--- config.mk ---
export PLATFORM = sky130hd
export DESIGN_NAME = bit_stream_serializer
export DESIGN_NICKNAME = d
export VERILOG_FILES = /design/src/rtl/serializer_pkg.sv /design/src/rtl/bit_stream_serializer.sv
export SDC_FILE = /design/constraint.sdc
export NUM_CORES = 1
export LEC_CHECK = 0
export BUFFER_PORTS_ARGS = -buffer_cell sky130_fd_sc_hd__buf_2
export CORE_ASPECT_RATIO = 0.8
export CORE_MARGIN = 4
export CORE_UTILIZATION = 45
export DETAILED_ROUTE_END_ITERATION = 6
export PLACE_DENSITY = 0.64
export SETUP_SLACK_MARGIN = 0.02
export SLEW_MARGIN = 20
export SYNTH_ARGS = -nofsm -noshare
export SYNTH_HDL_FRONTEND = slang
export SYNTH_SLANG_ARGS = --single-unit
--- constraint.sdc ---
create_clock -name clk -period 2.8 [get_ports clk]
set_clock_uncertainty 0.2 [all_clocks]
set_input_delay 0.28 -clock clk [delete_from_list [all_inputs] [get_ports clk]]
set_output_delay 0.28 -clock clk [all_outputs]
set_load 0.005 [all_outputs]
--- src/rtl/serializer_pkg.sv ---
// Shared definitions for the word serializer and the downstream ones-counter stage.
package serializer_pkg;

    // Serializer FSM state encodings.
    typedef enum logic [1:0] {
        ST_IDLE  = 2'd0,
        ST_SHIFT = 2'd1,
        ST_GAP   = 2'd2
    } state_e;

    // Default word width and inter-frame gap, shared with the ones counter.
    localparam int DEFAULT_WIDTH = 8;
    localparam int DEFAULT_GAP   = 1;

    // Width of the inter-frame gap counter (GAP range 0..15).
    localparam int GAP_CNT_W = 4;

endpackage

--- src/rtl/bit_stream_serializer.sv ---
// Parallel-to-serial converter: accepts a word over valid/ready and emits it
// MSB-first, one bit per cycle, with bit valid, frame start and frame end strobes.
// bit_out is held low whenever no data bit is presented, so a level-sensitive
// ones counter downstream only ever sees real data.
module bit_stream_serializer
    import serializer_pkg::*;
#(
    parameter int WIDTH = DEFAULT_WIDTH,
    parameter int GAP   = DEFAULT_GAP
) (
    input  logic             clk,
    input  logic             rst_n,
    input  logic [WIDTH-1:0] din,
    input  logic             din_valid,
    output logic             din_ready,
    output logic             bit_out,
    output logic             bit_valid,
    output logic             frame_start,
    output logic             frame_end,
    output logic             busy
);

    localparam int                    CNT_W    = $clog2(WIDTH);
    localparam logic [CNT_W-1:0]      LAST_BIT = CNT_W'(WIDTH - 1);
    localparam logic [GAP_CNT_W-1:0]  GAP_LOAD = (GAP > 0) ? GAP_CNT_W'(GAP - 1) : '0;
    localparam bit                    HAS_GAP  = (GAP > 0);

    state_e                 state_q;
    logic [WIDTH-1:0]       shreg_q;
    logic [CNT_W-1:0]       bit_cnt_q;
    logic [GAP_CNT_W-1:0]   gap_cnt_q;
    logic                   bit_out_q;
    logic                   bit_valid_q;
    logic                   frame_start_q;
    logic                   frame_end_q;
    logic                   busy_q;

    logic                   ready;
    logic                   accept;

    // Ready decode: idle, or the last bit of a frame when frames run back-to-back.
    // NOTE: every signal assigned in always_comb gets a default first, so no path
    // leaves it unassigned and no latch is inferred.
    always_comb begin
        ready = 1'b0;
        if (rst_n) begin
            case (state_q)
                ST_IDLE:  ready = 1'b1;
                ST_SHIFT: ready = !HAS_GAP && (bit_cnt_q == '0);
                default:  ready = 1'b0;
            endcase
        end
    end

    assign accept    = din_valid && ready;
    assign din_ready = ready;

    // Serializer FSM: shift register, bit and gap counters, and the registered
    // output strobes, which are loaded with the values for the coming cycle.
    // NOTE: sequential state uses non-blocking assignments so every register
    // samples the pre-edge values and ordering inside the block does not matter.
    always_ff @(posedge clk or negedge rst_n) begin
        if (!rst_n) begin
            state_q       <= ST_IDLE;
            shreg_q       <= '0;
            bit_cnt_q     <= '0;
            gap_cnt_q     <= '0;
            bit_out_q     <= 1'b0;
            bit_valid_q   <= 1'b0;
            frame_start_q <= 1'b0;
            frame_end_q   <= 1'b0;
            busy_q        <= 1'b0;
        end else begin
            case (state_q)
                ST_IDLE: begin
                    if (accept) begin
                        state_q       <= ST_SHIFT;
                        shreg_q       <= din;
                        bit_cnt_q     <= LAST_BIT;
                        bit_out_q     <= din[WIDTH-1];
                        bit_valid_q   <= 1'b1;
                        frame_start_q <= 1'b1;
                        frame_end_q   <= 1'b0;
                        busy_q        <= 1'b1;
                    end
                end

                ST_SHIFT: begin
                    if (bit_cnt_q != '0) begin
                        // Mid-frame: present the next lower bit.
                        shreg_q       <= shreg_q << 1;
                        bit_cnt_q     <= bit_cnt_q - 1'b1;
                        bit_out_q     <= shreg_q[WIDTH-2];
                        frame_start_q <= 1'b0;
                        frame_end_q   <= (bit_cnt_q == CNT_W'(1));
                    end else if (HAS_GAP) begin
                        // Last bit done: insert the idle gap.
                        state_q       <= ST_GAP;
                        shreg_q       <= shreg_q << 1;
                        gap_cnt_q     <= GAP_LOAD;
                        bit_out_q     <= 1'b0;
                        bit_valid_q   <= 1'b0;
                        frame_start_q <= 1'b0;
                        frame_end_q   <= 1'b0;
                    end else if (accept) begin
                        // No gap and a word is waiting: start the next frame at once.
                        shreg_q       <= din;
                        bit_cnt_q     <= LAST_BIT;
                        bit_out_q     <= din[WIDTH-1];
                        frame_start_q <= 1'b1;
                        frame_end_q   <= 1'b0;
                    end else begin
                        state_q       <= ST_IDLE;
                        shreg_q       <= shreg_q << 1;
                        bit_out_q     <= 1'b0;
                        bit_valid_q   <= 1'b0;
                        frame_start_q <= 1'b0;
                        frame_end_q   <= 1'b0;
                        busy_q        <= 1'b0;
                    end
                end

                ST_GAP: begin
                    if (gap_cnt_q == '0) begin
                        state_q <= ST_IDLE;
                        busy_q  <= 1'b0;
                    end else begin
                        gap_cnt_q <= gap_cnt_q - 1'b1;
                    end
                end

                default: begin
                    state_q       <= ST_IDLE;
                    bit_out_q     <= 1'b0;
                    bit_valid_q   <= 1'b0;
                    frame_start_q <= 1'b0;
                    frame_end_q   <= 1'b0;
                    busy_q        <= 1'b0;
                end
            endcase
        end
    end

    assign bit_out     = bit_out_q;
    assign bit_valid   = bit_valid_q;
    assign frame_start = frame_start_q;
    assign frame_end   = frame_end_q;
    assign busy        = busy_q;

endmodule

==> out/qor.txt <==
Ant. Diodes: 0
DRT Wirelength: 1.77 mm
EDFF count, synth: 0
Status: complete, no violations
CP max FO: 24
Top post-synthesis cells by count: dfrtp_1 (21), a21oi_1 (11), mux2i_1 (11)
Final worst path period need: 2130 ps
Initial antenna violation count: 0
RD Place Congestion: 0.686
GR Overflow Total: 0
Setup crit end kind: register
Largest net degree at the start of global routing: 25
Global-route usage over all layers: 12.8%
Critical-path cell list: dlygate4sd3_1 -> buf_2 -> and4bb_2 -> mux2i_1 -> a21oi_1
Crit-path max cell delay: 550 ps
Hold Violations, Final: 0
Cell variety after synth: 27
Boundary Pins: 17
Hold Crit Class: in2reg
Die Span Y: 50.7 um
Die ar.: 3110 sq um
Final instance area: 1150 sq um
Crit path DAT: 2090 ps
Iteration count of the initial detailed-routing pass: 4
Synth Area per Inst: 11.0 sq um
Max_cap viols: 0
Layout fillers: 187
Fraction of the yosys area taken by sequential cells: 51.2%
Clock transition at the registers of the reported paths: 110 ps
Drt first-iter violations: 15
Peak supply drop: 0.000562 V
Via density: 5.15
Startpoint Class: input port
CTS Sinks: 21
Cell area after synthesis: 1030 sq um
Post-Syn Nets: 108
Fin crit share: 75.9%
Synth top area share: 51.2%
Hold Buf Count CTS: 1
Initial Util: 47.5%
Syn Inst Count: 93
Vias in the first global route: 672
# rows: 15
Relative slew slack: 67.1%
Vias: 700
Total power: 1.17 mW
RSZ-0062 raised after global routing: no
Root Driver: clkbuf_4
Most used flip-flop cell after synthesis: dfrtp_1
Inserted Clock Buffers: 3
Die Wd: 61.4 um
H-tree depth: 1
Core ar.: 2160 sq um
Final setup viols: 0
CTS tree: done
Ratio of total power to cell area: 1020 nW/um^2
Leak Pwr: 0.573 nW
Core Util, Final: 53.2%
Slew Viols, Final: 0
Share of layout cells above drive strength 1: 22.5%
First-pass GRT wire length: 2.96 mm
Setup Buffers After CTS: 0
DRC viols: 0
Placed Area: 1110 sq um
Setup TNS: 0 ps
WL per Instance: 13.0 um
Most common cell in the netlist: dfrtp_1
Max Fclk: 470 MHz
Layout area overhead: 11.8%
Final net count: 127
Slowest CP cell: and4bb_2
Critical Path RT: 2770 ps
Later-pin clock latency in the skew report: 290 ps
CTS Buffer Depth: 2
Synthesized flop and latch total: 21
Synth warn: 0
Synth top area cells: dfrtp_1 (51%), mux2i_1 (11%), a21oi_1 (5.4%)
Post-CTS Resized: 0
Final HPWL DP: 1.32 mm
Antenna viol nets, final: 0
Synth async-reset ratio: 100%
Largest area contributor in the netlist: dfrtp_1
Worst-Margin Slew: 494 ps
Setup CP Type: in2reg
IO buf count: 16
==> where the power goes <==
| group | switching (mW) | total, mW | internal [mW] |
|---|---|---|---|
| Sequential | 0.0953 | 0.534 | 0.439 |
| Clock | 0.0840 | 0.139 | 0.0554 |
| Combinational | 0.260 | 0.493 | 0.233 |
==> routing by layer <==
| metal | wire, um | vias up | GRT usage [%] |
|---|---|---|---|
| met5 | 0 | - | 0 |
| met4 | 14 | 0 | 3.18 |
| met3 | 124 | 2 | 4.63 |
| met2 | 739 | 17 | 17.8 |
| met1 | 891 | 324 | 18.6 |
| li1 | - | 357 | - |
==> logic make-up (layout without fill, tap and decap cells) <==
family | count (synthesis) | count (layout) | share of synthesized area (%)
AOI/OAI and AO/OA | 19 | 19 | 11.6
adders and majority gates | 4 | 4 | 4.88
buffers and inverters | 12 | 30 | 5.85
DFF | 21 | 21 | 51.2
muxes | 12 | 12 | 11.8
and+or+nand+nor | 25 | 25 | 14.6
==> placed cells by master (no fill, tap or decap), types with 2 or more instances in the layout <==
cell type  count
dfrtp_1       21
buf_2         16
mux2i_1       11
a21oi_1       11
inv_1          9
nor2_1         7
nand2_1        5
ha_1           4
nand2b_1       3
clkbuf_4       3
nand3b_1       2
a22oi_1        2
==> flip-flops by register name, indices dropped and copies added, names as in the netlist <==
| register | cells |
|---|---|
| shreg_q | 7 |
| gap_cnt_q | 4 |
| bit_cnt_q | 3 |
| state_q | 2 |
| bit_out | 1 |
| bit_valid | 1 |
| busy | 1 |
| frame_end | 1 |
| frame_start | 1 |
==> worst max-delay path: cells and delay by family <==
family	cells	cell delay, ps
buffers and inverters	2	940
AO/OA/AOI/OAI	1	80
multiplexers	1	230
AND/OR/NAND/NOR	1	550
==> final cells by class <==
type | instances | area (sq um) | area share, %
Multi-Input combinational cell | 60 | 440 | 38.4
Inverter | 9 | 33.8 | 2.94
Tap cell | 25 | 31.3 | 2.73
Timing Repair Buffer | 17 | 90.1 | 7.85
Sequential cell | 21 | 526 | 45.8
Clock buffer | 4 | 26.3 | 2.29
==> stage by stage <==
stage | setup WS [ps] | cells | hold slack (ps)
3_3_place_gp | 889 | 131 | 72.1
4_1_cts | 635 | 136 | 55.1
2_1_floorplan | 1150 | 93 | -216
3_5_place_dp | 851 | 131 | 75.5
6_report | 674 | 136 | 65.1
5_1_grt | 533 | 136 | 68.3
==> final timing paths <==
kind / start / end / slack (ps) / depth (start not counted)
min reg2reg: frame_start$_DFFE_PN0P_ / frame_start$_DFFE_PN0P_ / 290 / 1
min: din[0] / shreg_q[0]$_DFFE_PN0P_ / 70 / 3
min in group asynchronous: rst_n / gap_cnt_q[2]$_DFFE_PN0P_ / 270 / 2
max: rst_n / shreg_q[5]$_DFFE_PN0P_ / 670 / 5
max in group asynchronous: rst_n / bit_cnt_q[0]$_DFFE_PN0P_ / 1800 / 2
max reg2reg: gap_cnt_q[0]$_DFFE_PN0P_ / gap_cnt_q[0]$_DFFE_PN0P_ / 1010 / 5
(Power assumes the default switching activity.)
